==> config.mk <==
export PLATFORM = sky130hd
export DESIGN_NAME = fetch_sequencer_flat
export DESIGN_NICKNAME = d
export VERILOG_FILES = /design/src/rtl/cpu_pkg.sv /design/src/rtl/fetch_sequencer_if.sv /design/src/rtl/fetch_sequencer.sv /design/src/flat_wrapper.sv
export SDC_FILE = /design/constraint.sdc
export NUM_CORES = 1
export LEC_CHECK = 0
export ABC_AREA = 1
export CAP_MARGIN = 20
export CELL_PAD_IN_SITES_DETAIL_PLACEMENT = 0
export CELL_PAD_IN_SITES_GLOBAL_PLACEMENT = 1
export CORE_MARGIN = 2
export CORE_UTILIZATION = 32
export DETAILED_ROUTE_END_ITERATION = 8
export PLACE_DENSITY_LB_ADDON = 0.1
export REMOVE_ABC_BUFFERS = 1
export SETUP_SLACK_MARGIN = 0.05
export SLEW_MARGIN = 5
export SYNTH_ARGS = -nofsm -noshare
export SYNTH_HDL_FRONTEND = slang
export SYNTH_SLANG_ARGS = --single-unit
==> constraint.sdc <==
create_clock -name clk -period 4.5 [get_ports clk]
set_input_delay 1.125 -clock clk [delete_from_list [all_inputs] [get_ports clk]]
set_output_delay 1.125 -clock clk [all_outputs]
set_load 0.005 [all_outputs]
==> src/rtl/cpu_pkg.sv <==
`default_nettype none
// ============================================================================
// Module   : cpu_pkg
// Brief    : Shared widths, vector locations and fetch FSM states.
// Revision : 1.0
// ============================================================================
package cpu_pkg;

    localparam int ADDR_W = 8;
    localparam int DATA_W = 8;

    localparam logic [ADDR_W-1:0] RESET_VEC_ADDR = 8'h00;
    localparam logic [ADDR_W-1:0] INT_VEC_ADDR   = 8'h01;

    typedef enum logic [1:0] {
        BOOT   = 2'd0,
        INTVEC = 2'd1,
        FETCH  = 2'd2
    } state_t;

endpackage
`default_nettype wire

==> src/rtl/fetch_sequencer_if.sv <==
`default_nettype none
// ============================================================================
// Module   : fetch_sequencer_if
// Brief    : Instruction-memory, decode, redirect and interrupt signals of the fetch stage.
// Revision : 1.0
// ============================================================================
interface fetch_sequencer_if #(
    parameter int ADDR_W = cpu_pkg::ADDR_W,
    parameter int DATA_W = cpu_pkg::DATA_W
);
    logic [ADDR_W-1:0] imem_addr;
    logic [DATA_W-1:0] imem_data;
    logic              if_valid;
    logic              if_ready;
    logic [DATA_W-1:0] if_instr;
    logic [ADDR_W-1:0] if_pc;
    logic              redirect_valid;
    logic [ADDR_W-1:0] redirect_pc;
    logic              int_req;
    logic              int_ack;
    logic [ADDR_W-1:0] int_ret_pc;

    modport master (
        output imem_addr,
        input  imem_data,
        output if_valid,
        input  if_ready,
        output if_instr,
        output if_pc,
        input  redirect_valid,
        input  redirect_pc,
        input  int_req,
        output int_ack,
        output int_ret_pc
    );

    modport slave (
        input  imem_addr,
        output imem_data,
        input  if_valid,
        output if_ready,
        input  if_instr,
        input  if_pc,
        output redirect_valid,
        output redirect_pc,
        output int_req,
        input  int_ack,
        input  int_ret_pc
    );
endinterface
`default_nettype wire

==> src/rtl/fetch_sequencer.sv <==
`default_nettype none
// ============================================================================
// Module   : fetch_sequencer
// Brief    : PC owner; boots/vectors from memory and feeds decode via a valid/ready register.
// Revision : 1.0
// ============================================================================
module fetch_sequencer #(
    parameter int                ADDR_W         = cpu_pkg::ADDR_W,
    parameter int                DATA_W         = cpu_pkg::DATA_W,
    parameter logic [ADDR_W-1:0] RESET_VEC_ADDR = cpu_pkg::RESET_VEC_ADDR,
    parameter logic [ADDR_W-1:0] INT_VEC_ADDR   = cpu_pkg::INT_VEC_ADDR
) (
    input  wire logic         clk,
    input  wire logic         rst,
    fetch_sequencer_if.master bus
);
    import cpu_pkg::*;

    state_t            r_state, w_state_nxt;
    logic [ADDR_W-1:0] r_pc, w_pc_nxt;
    logic              r_if_valid, w_if_valid_nxt;
    logic [DATA_W-1:0] r_if_instr, w_if_instr_nxt;
    logic [ADDR_W-1:0] r_if_pc, w_if_pc_nxt;
    logic [ADDR_W-1:0] w_imem_addr;
    logic [ADDR_W-1:0] w_ret_pc;
    logic              w_slot_free;
    logic              w_take_int;

    always_comb begin
        w_state_nxt    = r_state;
        w_pc_nxt       = r_pc;
        w_if_valid_nxt = r_if_valid;
        w_if_instr_nxt = r_if_instr;
        w_if_pc_nxt    = r_if_pc;
        w_imem_addr    = r_pc;
        w_ret_pc       = '0;
        w_take_int     = 1'b0;
        w_slot_free    = !r_if_valid || bus.if_ready;

        case (r_state)
            BOOT: begin
                w_imem_addr = RESET_VEC_ADDR;
                w_pc_nxt    = ADDR_W'(bus.imem_data);
                w_state_nxt = FETCH;
            end
            INTVEC: begin
                w_imem_addr = INT_VEC_ADDR;
                w_pc_nxt    = ADDR_W'(bus.imem_data);
                w_state_nxt = FETCH;
            end
            FETCH: begin
                if (bus.redirect_valid) begin
                    w_pc_nxt       = bus.redirect_pc;
                    w_if_valid_nxt = 1'b0;
                end else if (bus.int_req) begin
                    // A stalled instruction is flushed, so resume must refetch it.
                    w_take_int     = !rst;
                    w_ret_pc       = (r_if_valid && !bus.if_ready) ? r_if_pc : r_pc;
                    w_if_valid_nxt = 1'b0;
                    w_state_nxt    = INTVEC;
                end else if (w_slot_free) begin
                    w_if_instr_nxt = bus.imem_data;
                    w_if_pc_nxt    = r_pc;
                    w_if_valid_nxt = 1'b1;
                    w_pc_nxt       = r_pc + ADDR_W'(1);
                end
            end
            default: begin
                w_state_nxt = BOOT;
            end
        endcase
    end

    always_ff @(posedge clk) begin
        if (rst) begin
            r_state    <= BOOT;
            r_pc       <= '0;
            r_if_valid <= 1'b0;
            r_if_instr <= '0;
            r_if_pc    <= '0;
        end else begin
            r_state    <= w_state_nxt;
            r_pc       <= w_pc_nxt;
            r_if_valid <= w_if_valid_nxt;
            r_if_instr <= w_if_instr_nxt;
            r_if_pc    <= w_if_pc_nxt;
        end
    end

    assign bus.imem_addr  = w_imem_addr;
    assign bus.if_valid   = r_if_valid;
    assign bus.if_instr   = r_if_instr;
    assign bus.if_pc      = r_if_pc;
    assign bus.int_ack    = w_take_int;
    assign bus.int_ret_pc = w_take_int ? w_ret_pc : '0;

endmodule
`default_nettype wire
==> src/flat_wrapper.sv <==
// flat-port wrapper written by rule: the top's interface ports become plain ports
module fetch_sequencer_flat import cpu_pkg::*;
#(
    parameter int                ADDR_W         = cpu_pkg::ADDR_W,
    parameter int                DATA_W         = cpu_pkg::DATA_W,
    parameter logic [ADDR_W-1:0] RESET_VEC_ADDR = cpu_pkg::RESET_VEC_ADDR,
    parameter logic [ADDR_W-1:0] INT_VEC_ADDR   = cpu_pkg::INT_VEC_ADDR
)
  (clk, rst, bus_imem_addr, bus_imem_data, bus_if_valid, bus_if_ready, bus_if_instr, bus_if_pc, bus_redirect_valid, bus_redirect_pc, bus_int_req, bus_int_ack, bus_int_ret_pc);
  fetch_sequencer_if #(.ADDR_W(ADDR_W), .DATA_W(DATA_W)) bus_i ();
  input  wire logic clk;
  input  wire logic rst;
  output wire logic [$bits(bus_i.imem_addr)-1:0] bus_imem_addr;
  input wire logic [$bits(bus_i.imem_data)-1:0] bus_imem_data;
  output wire logic [$bits(bus_i.if_valid)-1:0] bus_if_valid;
  input wire logic [$bits(bus_i.if_ready)-1:0] bus_if_ready;
  output wire logic [$bits(bus_i.if_instr)-1:0] bus_if_instr;
  output wire logic [$bits(bus_i.if_pc)-1:0] bus_if_pc;
  input wire logic [$bits(bus_i.redirect_valid)-1:0] bus_redirect_valid;
  input wire logic [$bits(bus_i.redirect_pc)-1:0] bus_redirect_pc;
  input wire logic [$bits(bus_i.int_req)-1:0] bus_int_req;
  output wire logic [$bits(bus_i.int_ack)-1:0] bus_int_ack;
  output wire logic [$bits(bus_i.int_ret_pc)-1:0] bus_int_ret_pc;
  assign bus_imem_addr = bus_i.imem_addr;
  assign bus_i.imem_data = bus_imem_data;
  assign bus_if_valid = bus_i.if_valid;
  assign bus_i.if_ready = bus_if_ready;
  assign bus_if_instr = bus_i.if_instr;
  assign bus_if_pc = bus_i.if_pc;
  assign bus_i.redirect_valid = bus_redirect_valid;
  assign bus_i.redirect_pc = bus_redirect_pc;
  assign bus_i.int_req = bus_int_req;
  assign bus_int_ack = bus_i.int_ack;
  assign bus_int_ret_pc = bus_i.int_ret_pc;
  fetch_sequencer #(.ADDR_W(ADDR_W), .DATA_W(DATA_W), .RESET_VEC_ADDR(RESET_VEC_ADDR), .INT_VEC_ADDR(INT_VEC_ADDR)) u_core (.clk(clk), .rst(rst), .bus(bus_i));
endmodule
==> results of run 1 <==
==> worst min-delay path by stage <==
stage                                       from                     end  slack [ns]  depth (start not counted)
after floorplan           u_core.bus.if_instr[0]  u_core.bus.if_instr[0]        0.45                          2
after global placement    u_core.bus.if_instr[1]  u_core.bus.if_instr[1]        0.45                          2
after detailed placement  u_core.bus.if_instr[7]  u_core.bus.if_instr[7]        0.46                          2
after CTS                 u_core.bus.if_instr[7]  u_core.bus.if_instr[7]        0.47                          2
after global routing      u_core.bus.if_instr[3]  u_core.bus.if_instr[3]        0.49                          2
final                     u_core.bus.if_instr[7]  u_core.bus.if_instr[7]        0.46                          2
==> cell usage after synthesis (all sizes together) <==
library cell   n  share of area
a21oi         14          0.043
buf            8          0.043
clkbuf         6          0.014
dfxtp         27           0.33
ha             1         0.0077
inv           42          0.097
nand2         96           0.22
nand3         16          0.057
nand3b         1         0.0046
nand4          8          0.031
nor2          31          0.073
nor4           2          0.012
o211ai         1         0.0046
o21ai         19          0.058
==> sequential cells by signal, summed over array words and instances, names as in the netlist <==
signal               flops
u_core.bus.if_instr      8
u_core.bus.if_pc         8
u_core.r_pc              8
u_core.r_state           2
u_core.bus.if_valid      1
==> power by group through the flow <==
stage	Clock (mW)	Sequential (mW)	Combinational, mW
finish	0.144	0.271	0.124
global route	0.159	0.275	0.145
CTS	0.151	0.272	0.126
detailed placement	0	0.277	0.125
global placement	0	0.277	0.125
floorplan	0	0.273	0.0637
==> final cells by class <==
cell class | count | area, um^2 | area share
inverters | 42 | 157.7 | 0.07027
clock buffers | 4 | 45.04 | 0.02008
multi-input cells | 189 | 838.3 | 0.3737
repair buffers | 59 | 578.1 | 0.2577
well taps | 67 | 83.83 | 0.03737
flip-flops and latches | 27 | 540.5 | 0.2409
==> worst register-to-register path, delay by kind of cell, from the launching register on <==
family,cells,cell delay (ns)
simple gates,6,1.47
compound gates,1,0.04
flops,1,0.63
==> stage by stage <==
stage	setup slack, ns	utilization
2_1_floorplan	1.357	-
5_1_grt	0.3240	0.4657
3_3_place_gp	0.5897	0.4564
3_5_place_dp	0.5778	0.4564
4_1_cts	0.5808	0.4657
6_report	0.5886	0.4657
==> per-layer routing <==
layer / routed length (um) / up-vias / global-route usage
met5: 0 / - / 0
met4: 57 / 0 / 0.05068
met3: 184 / 6 / 0.02381
met2: 1849 / 47 / 0.2599
met1: 2106 / 705 / 0.2274
li1: - / 933 / -
==> cells by family (layout without fill, tap and decap cells) <==
| family | count (synthesis) | in the layout | share of synthesized area |
|---|---|---|---|
| simple gates | 154 | 154 | 0.4009 |
| compound gates | 34 | 34 | 0.1060 |
| fa+ha+maj | 1 | 1 | 0.007679 |
| flops | 27 | 27 | 0.3318 |
| buf+inv | 56 | 105 | 0.1536 |
==> impl_metrics.py, run 1 <==
metrics = {
    "worst_setup_path": {
        "r2r.worst_path.cells": 7,
        "cp_cell_sequence": "clkdlybuf4s50_1 > inv_1 > nand2_2 > nand2_1 > o21ai_0 > nand2_1 > inv_1 > clkdlybuf4s50_1",
        "max_stage_delay_ns": 0.48,
        "setup.worst_path.start_class": "primary input",
        "reg2reg_to": "u_core.r_pc[7]",
        "cp-startpoint": "bus_if_ready",
        "depth_of_the_critical_timing_path_with_buffers_and_inverters_included": 8,
        "cell_at_the_slowest_stage_of_the_critical_path": "sky130_fd_sc_hd__clkdlybuf4s50_1",
        "critPathArrivalTime_ns": 2.79,
        "crit_buf_inv": 4,
        "path_delay_family": "buffers and inverters",
        "worstSetupEndpoint": "bus_int_ret_pc[0]",
        "criticalPathCategory": "primary input to output port",
        "critPathRequiredTime_ns": 3.38,
        "type_of_element_capturing_the_critical_path": "output port",
        "r2r-start": "u_core.r_state[1]",
        "reg2reg_slack_ns": 2.26,
        "critical_path_peak_fanout": 26,
    },
    "floorplan": {
        "floorplan.initialDensity": 0.3382,
        "ioPinCount": 55,
        "core_area_mm2": 0.004817,
        "rows": 25,
        "die_x_um": 75.35,
        "die_area_mm2": 0.005678,
        "chipHeight_um": 75.35,
    },
    "finish": {
        "final-instance-count-excl-fill": 388,
        "finalInstanceArea_mm2": 0.002243,
        "finish.net_count": 344,
        "top_library_cells_by_usage_in_the_layout_fill_and_taps_aside": "sky130_fd_sc_hd__nand2_1 (94), sky130_fd_sc_hd__clkdlybuf4s50_1 (54), sky130_fd_sc_hd__inv_1 (42), sky130_fd_sc_hd__nor2_1 (30), sky130_fd_sc_hd__dfxtp_1 (27)",
        "num-fill-cells": 574,
        "areaGrowthSynthToFinish_pct": 37.71,
        "insertedDiodeCount": 0,
        "final_common_cell": "sky130_fd_sc_hd__nand2_1",
        "final_layout_size_suffix_gt1_frac": 0.04050,
    },
    "global_route": {
        "gr-usage-all-layers": 0.1627,
        "grt_start_max_net_pins": 27,
        "antenna_violations_before_repair": 0,
        "number_of_global_route_vias_before_repair": 1601,
        "gr-total-overflow": 0,
        "grt_first_pass_wirelength_um": 7134,
    },
    "synth": {
        "synth_seq_area_share": 0.3318,
        "syn_inst": 272,
        "avgSynthCellArea_um2": 5.989,
        "netlist_area_mm2": 0.001629,
        "ys_types": 20,
        "register_bit_count_reported_by_yosys": 27,
        "yosysWarningCount": 0,
    },
    "power_and_ir_drop": {
        "leakage_nw": 1.065,
        "power_density_mw_per_mm2": 240.7,
        "p_sw_frac": 0.2984,
        "power.share.sequential": 0.503,
        "power_switching_mw": 0.1611,
        "cell_internal_pwr_mw": 0.3789,
        "report.power.total_mw": 0.5400,
        "comb_power_share": 0.230,
        "ir_drop_mv": 0.09289,
        "p_clk_frac": 0.267,
    },
    "placed_design": {
        "buffer_ports.inserted": 54,
        "place.detailed.instances": 384,
        "placed_cell_area_mm2": 0.002198,
        "detailedPlacementHpwl_um": 2977,
        "globalplace.congestion": 0.8238,
    },
    "clock_tree": {
        "post-cts-setup-buffers": 0,
        "post_cts.resized_instances": 0,
        "cts-htree-levels": 1,
        "tritoncts_sink_count": 27,
        "cts_tree": "built",
        "numCtsBuffers": 3,
        "cts_max_path_buffers": 2,
        "worst_setup_hold_path_clk_slew_ns": 0.09,
        "clkLatencyLatePin_ns": 0.28,
        "clock-root-buffer": "sky130_fd_sc_hd__clkbuf_8",
        "cts_hold_buffers": 0,
    },
    "sta": {
        "final.period_utilization": 0.8692,
        "maximum_clock_frequency_mhz": 255.7,
        "timing.setup.tns_ns": 0,
        "maxSlewViolCount": 0,
        "fin_skew_ns": 0.008642,
        "grt_setup_unrepaired": "false",
        "whs_ns": 0.4633,
        "timing.final.hold_violations": 0,
        "finalCriticalPeriod_ns": 3.911,
        "setup_viol": 0,
        "worst_relative_slew_slack": 0.6358,
        "worstMarginPinSlew_ns": 0.5457,
    },
    "status": {
        "status": "finished, final reports clean",
    },
    "route": {
        "detail_route.first_pass.iterations": 4,
        "route.detailed.drc": 0,
        "routed_wire_length_per_instance_um": 10.82,
        "route.detailed.vias_per_inst": 4.358,
        "via_count": 1691,
        "routed_wl_um": 4198,
        "drt-initial-drc-count": 49,
        "drtAntennaViolNets": 0,
    },
    "worst_hold_path": {
        "min_path_type": "register to register",
    },
    "job": {
        "drv_cap": 0,
    },
}
No activity file was read; power rests on OpenSTA's default activity.
==> run 2, diff against run 1 <==
--- a/config.mk
+++ b/config.mk
@@ -12,7 +12,7 @@
 export CORE_MARGIN = 2
 export CORE_UTILIZATION = 32
 export DETAILED_ROUTE_END_ITERATION = 8
-export PLACE_DENSITY_LB_ADDON = 0.1
+export PLACE_DENSITY = 0.9
 export REMOVE_ABC_BUFFERS = 1
 export SETUP_SLACK_MARGIN = 0.05
 export SLEW_MARGIN = 5
==> run 2 against run 1 <==
Sequential power barely moved. Register-to-register slack is essentially flat. Largest cell class unchanged. Clock-buffer cell count unchanged. Wire length shrank 0.43%. Cell area unchanged. Clock skew shrank 0.0041 ns. Setup slack improved by 0.013 ns. Critical path type unchanged. Largest power group unchanged. Sequential share of layout area unchanged. Utilization unchanged. Critical path depth unchanged.
==> impl_metrics.py, run 2 (synthesis gave the netlist of run 1 again) <==
metrics = {
    "status": {
        "status": "finished, final reports clean",
    },
    "placed_design": {
        "worst_setup_slack_post_dpl_ns": 0.5870,
        "placed_cell_area_mm2": 0.002198,
        "detailedPlacementHpwl_um": 2949,
        "buffer_ports.inserted": 54,
        "globalplace.congestion": 0.8003,
    },
    "power_and_ir_drop": {
        "p_sw_frac": 0.2963,
        "report.power.total_mw": 0.5388,
        "power_switching_mw": 0.1597,
        "power.share.sequential": 0.505,
        "comb_power_share": 0.232,
        "leakage_nw": 1.065,
        "cell_internal_pwr_mw": 0.3791,
        "p_clk_frac": 0.264,
        "ir_drop_mv": 0.1039,
        "power_density_mw_per_mm2": 240.2,
    },
    "finish": {
        "final_common_cell": "sky130_fd_sc_hd__nand2_1",
        "insertedDiodeCount": 0,
        "finish.net_count": 344,
        "top_library_cells_by_usage_in_the_layout_fill_and_taps_aside": "sky130_fd_sc_hd__nand2_1 (94), sky130_fd_sc_hd__clkdlybuf4s50_1 (54), sky130_fd_sc_hd__inv_1 (42), sky130_fd_sc_hd__nor2_1 (30), sky130_fd_sc_hd__dfxtp_1 (27)",
        "num-fill-cells": 551,
        "layout.area.seq_um2": 540.5,
        "areaGrowthSynthToFinish_pct": 37.71,
        "final_layout_size_suffix_gt1_frac": 0.04050,
        "finalInstanceArea_mm2": 0.002243,
        "multi_input_area_um2": 838.3,
    },
    "global_route": {
        "number_of_global_route_vias_before_repair": 1561,
        "grt_start_max_net_pins": 27,
        "grt_first_pass_wirelength_um": 6927,
        "gr-usage-all-layers": 0.1576,
        "gr-total-overflow": 0,
        "antenna_violations_before_repair": 0,
    },
    "route": {
        "route.detailed.drc": 0,
        "routed_wire_length_per_instance_um": 10.77,
        "via_count": 1721,
        "routed_wl_um": 4180,
        "detail_route.first_pass.iterations": 4,
        "route.detailed.vias_per_inst": 4.436,
        "drtAntennaViolNets": 0,
        "drt-initial-drc-count": 64,
    },
    "floorplan": {
        "rows": 25,
        "ioPinCount": 55,
        "die_area_mm2": 0.005678,
        "floorplan.initialDensity": 0.3382,
        "chipHeight_um": 75.35,
        "core_area_mm2": 0.004817,
        "die_x_um": 75.35,
    },
    "sta": {
        "maximum_clock_frequency_mhz": 256.5,
        "grt_setup_unrepaired": "false",
        "maxSlewViolCount": 0,
        "final.period_utilization": 0.8663,
        "setup_viol": 0,
        "finalCriticalPeriod_ns": 3.898,
        "worst_relative_slew_slack": 0.6630,
        "whs_ns": 0.4712,
        "fin_skew_ns": 0.004542,
        "timing.setup.tns_ns": 0,
        "timing.final.hold_violations": 0,
        "worstMarginPinSlew_ns": 0.5036,
        "layout_setup_ws_ns": 0.6016,
    },
    "clock_tree": {
        "numCtsBuffers": 3,
        "cts_hold_buffers": 0,
        "cts-htree-levels": 1,
        "cts_max_path_buffers": 2,
        "tritoncts_sink_count": 27,
        "post_cts.resized_instances": 0,
        "clkLatencyLatePin_ns": 0.28,
        "worst_setup_hold_path_clk_slew_ns": 0.09,
        "clock-root-buffer": "sky130_fd_sc_hd__clkbuf_8",
        "cts_tree": "built",
        "post-cts-setup-buffers": 0,
    },
    "worst_setup_path": {
        "critPathRequiredTime_ns": 3.38,
        "setup.worst_path.start_class": "primary input",
        "reg2reg_to": "u_core.bus.if_pc[6]",
        "criticalPathCategory": "primary input to output port",
        "critical_path_peak_fanout": 26,
        "worstSetupEndpoint": "bus_int_ret_pc[7]",
        "r2r.worst_path.cells": 6,
        "cp-startpoint": "bus_if_ready",
        "r2r-start": "u_core.r_state[1]",
        "type_of_element_capturing_the_critical_path": "output port",
        "critPathArrivalTime_ns": 2.77,
        "reg2reg_slack_ns": 2.25,
    },
    "worst_hold_path": {
        "min_path_type": "register to register",
    },
    "job": {
        "drv_cap": 0,
    },
}
## run 2: cell counts in the layout (fill, tap and decap cells not counted)
No cell type changed its count.
## run 2: critical path, stage by stage
cell	delay, ns
sky130_fd_sc_hd__clkdlybuf4s50_1	0.45
sky130_fd_sc_hd__inv_1	0.04
sky130_fd_sc_hd__nand2_2	0.37
sky130_fd_sc_hd__nand2_1	0.08
sky130_fd_sc_hd__o21ai_0	0.09
sky130_fd_sc_hd__nand2_1	0.07
sky130_fd_sc_hd__inv_1	0.05
sky130_fd_sc_hd__clkdlybuf4s50_1	0.49
## run 2: layer usage
layer  part of all wire  vias up  wire, um  GRT usage
met4              0.011        0        44    0.04094
li1                   -      934         -          -
met2               0.43       53      1816     0.2570
met1               0.50      729      2102     0.2187
met3              0.052        5       217    0.02381
met5                  0        -         0          0
## run 2: final cells by class
cell class / count / share of cell area
multi-input cells: 189 / 0.3737
clock buffers: 4 / 0.02008
flip-flops and latches: 27 / 0.2409
well taps: 67 / 0.03737
repair buffers: 59 / 0.2577
inverters: 42 / 0.07027
## run 2: worst min-delay path by stage
stage	from	endpoint	depth (start not counted)
after detailed placement	u_core.bus.if_instr[5]	u_core.bus.if_instr[5]	2
after global routing	u_core.bus.if_instr[4]	u_core.bus.if_instr[4]	2
after global placement	u_core.bus.if_instr[1]	u_core.bus.if_instr[1]	2
final	u_core.bus.if_instr[1]	u_core.bus.if_instr[1]	2
after floorplan	u_core.bus.if_instr[0]	u_core.bus.if_instr[0]	2
after CTS	u_core.bus.if_instr[0]	u_core.bus.if_instr[0]	2
## run 2: through the flow
step / instances / util
floorplan: 258 / -
global placement: 384 / 0.4564
detailed placement: 384 / 0.4564
CTS: 388 / 0.4657
global route: 388 / 0.4657
finish: 388 / 0.4657
## run 2: power groups by stage
stage	clock [mW]	combinational (mW)	sequential, mW
after floorplan	0	0.0637	0.273
after detailed placement	0	0.125	0.277
after global routing	0.153	0.143	0.275
after CTS	0.144	0.126	0.272
final	0.142	0.125	0.272
after global placement	0	0.124	0.277
==> run 3, diff against run 2 <==
--- a/config.mk
+++ b/config.mk
@@ -9,6 +9,7 @@
 export CAP_MARGIN = 20
 export CELL_PAD_IN_SITES_DETAIL_PLACEMENT = 0
 export CELL_PAD_IN_SITES_GLOBAL_PLACEMENT = 1
+export CORE_ASPECT_RATIO = 1.2
 export CORE_MARGIN = 2
 export CORE_UTILIZATION = 32
 export DETAILED_ROUTE_END_ITERATION = 8
==> run 3 against run 2 <==
Combinational power is essentially flat. Non-clock buffer count is the same. Critical path depth is the same. Cell count shrank 1.8%. Clock skew is essentially flat. Sequential power is essentially flat. Largest cell class unchanged. Wire length shrank 3.3%. Critical path type unchanged. Global-route usage shrank 1.2 points.
==> impl_metrics.py, run 3 (synthesis gave the netlist of run 1 again) <==
metrics = {
    "clock_tree": {
        "cts_tree": "built",
        "post-cts-setup-buffers": 0,
        "worst_setup_hold_path_clk_slew_ns": 0.09,
        "cts_max_path_buffers": 2,
        "post_cts.resized_instances": 0,
        "tritoncts_sink_count": 27,
        "clock-root-buffer": "sky130_fd_sc_hd__clkbuf_8",
        "cts_hold_buffers": 0,
        "cts-htree-levels": 1,
        "clkLatencyLatePin_ns": 0.27,
        "numCtsBuffers": 3,
    },
    "global_route": {
        "grt_first_pass_wirelength_um": 6755,
        "gr-usage-all-layers": 0.1451,
        "antenna_violations_before_repair": 0,
        "gr-total-overflow": 0,
        "grt_start_max_net_pins": 27,
        "number_of_global_route_vias_before_repair": 1495,
    },
    "route": {
        "via_count": 1703,
        "route.detailed.vias_per_inst": 4.470,
        "drtAntennaViolNets": 0,
        "detail_route.first_pass.iterations": 4,
        "routed_wl_um": 4044,
        "drt-initial-drc-count": 66,
        "routed_wire_length_per_instance_um": 10.61,
        "route.detailed.drc": 0,
    },
    "worst_setup_path": {
        "cp_cell_sequence": "clkdlybuf4s50_1 > inv_1 > nand2_2 > nand2_1 > o21ai_0 > nand2_1 > inv_1 > clkdlybuf4s50_1",
        "critPathArrivalTime_ns": 2.77,
        "setup.worst_path.start_class": "primary input",
        "path_delay_family": "buffers and inverters",
        "critPathRequiredTime_ns": 3.38,
        "type_of_element_capturing_the_critical_path": "output port",
        "max_stage_delay_ns": 0.48,
        "criticalPathCategory": "primary input to output port",
        "critical_path_peak_fanout": 26,
        "crit_buf_inv": 4,
        "cell_at_the_slowest_stage_of_the_critical_path": "sky130_fd_sc_hd__clkdlybuf4s50_1",
    },
    "floorplan": {
        "rows": 28,
        "core_area_mm2": 0.004905,
        "floorplan.initialDensity": 0.3321,
        "chipHeight_um": 82.16,
        "ioPinCount": 55,
        "die_x_um": 69.14,
        "die_area_mm2": 0.005680,
    },
    "power_and_ir_drop": {
        "cell_internal_pwr_mw": 0.3775,
        "power_density_mw_per_mm2": 239.4,
        "p_clk_frac": 0.260,
        "comb_power_share": 0.233,
        "leakage_nw": 1.068,
        "p_sw_frac": 0.2948,
        "power_switching_mw": 0.1578,
        "ir_drop_mv": 0.1180,
        "power.share.sequential": 0.507,
        "report.power.total_mw": 0.5353,
    },
    "status": {
        "status": "finished, final reports clean",
    },
    "sta": {
        "whs_ns": 0.4666,
        "worstMarginPinSlew_ns": 0.4975,
        "grt_setup_unrepaired": "false",
        "timing.final.hold_violations": 0,
        "final.period_utilization": 0.8664,
        "worst_relative_slew_slack": 0.6671,
        "layout_setup_ws_ns": 0.6010,
        "fin_skew_ns": 0.004966,
        "maxSlewViolCount": 0,
        "setup_viol": 0,
        "maximum_clock_frequency_mhz": 256.5,
        "finalCriticalPeriod_ns": 3.899,
        "timing.setup.tns_ns": 0,
    },
    "job": {
        "drv_cap": 0,
    },
    "placed_design": {
        "placed_cell_area_mm2": 0.002190,
        "globalplace.congestion": 0.7442,
        "worst_setup_slack_post_dpl_ns": 0.5921,
        "place.detailed.instances": 377,
        "detailedPlacementHpwl_um": 2935,
        "buffer_ports.inserted": 54,
    },
    "finish": {
        "finalInstanceArea_mm2": 0.002236,
        "final-instance-count-excl-fill": 381,
        "final_common_cell": "sky130_fd_sc_hd__nand2_1",
        "areaGrowthSynthToFinish_pct": 37.25,
        "top_library_cells_by_usage_in_the_layout_fill_and_taps_aside": "sky130_fd_sc_hd__nand2_1 (94), sky130_fd_sc_hd__clkdlybuf4s50_1 (54), sky130_fd_sc_hd__inv_1 (42), sky130_fd_sc_hd__nor2_1 (30), sky130_fd_sc_hd__dfxtp_1 (27)",
        "insertedDiodeCount": 0,
        "num-fill-cells": 533,
        "final_design_utilization": 0.4559,
        "finish.net_count": 344,
        "final_layout_size_suffix_gt1_frac": 0.04361,
    },
    "worst_hold_path": {
        "min_path_type": "register to register",
    },
}
-- run 3: cell count changes in the layout (fill, tap and decap cells not counted), sizes merged --
cell	delta
clkbuf	-1
clkinv	+1
-- run 3: worst paths after layout --
check / end / cells after the start / slack [ns] / startpoint
setup / recovery: bus_int_ret_pc[0] / 8 / 0.60 / bus_if_ready
hold / removal: u_core.bus.if_instr[5] / 2 / 0.47 / u_core.bus.if_instr[5]
setup reg to reg: u_core.r_pc[7] / 7 / 2.35 / u_core.r_state[1]
hold reg to reg: u_core.bus.if_instr[5] / 2 / 0.47 / u_core.bus.if_instr[5]
-- run 3: power groups by stage --
stage	registers (mW)	clock network [mW]	logic [mW]
floorplan	0.273	0	0.0637
CTS	0.272	0.147	0.125
global placement	0.277	0	0.124
global route	0.275	0.158	0.143
detailed placement	0.277	0	0.125
finish	0.271	0.139	0.125
-- run 3: per-layer routing --
layer | track usage | vias to the layer above | wire [um]
li1 | - | 933 | -
met1 | 0.1807 | 705 | 1847
met2 | 0.2596 | 60 | 1884
met3 | 0.02549 | 5 | 267
met4 | 0.04118 | 0 | 45
met5 | 0 | - | 0
-- run 3: cell type report --
| class | count | area [um^2] | share of cell area |
|---|---|---|---|
| Multi-Input combinational cell | 189 | 838.3 | 0.3749 |
| Inverter | 42 | 157.7 | 0.07051 |
| Clock buffer | 3 | 41.29 | 0.01847 |
| Tap cell | 60 | 75.07 | 0.03358 |
| Sequential cell | 27 | 540.5 | 0.2417 |
| Timing Repair Buffer | 59 | 578.1 | 0.2585 |
| Clock inverter | 1 | 5.005 | 0.002238 |
-- run 3: worst register-to-register path, delay by kind of cell, from the launching register on --
kind | cells | cell delay (ns)
AO/OA/AOI/OAI | 1 | 0.04
flip-flops | 1 | 0.63
AND/OR/NAND/NOR | 6 | 1.38
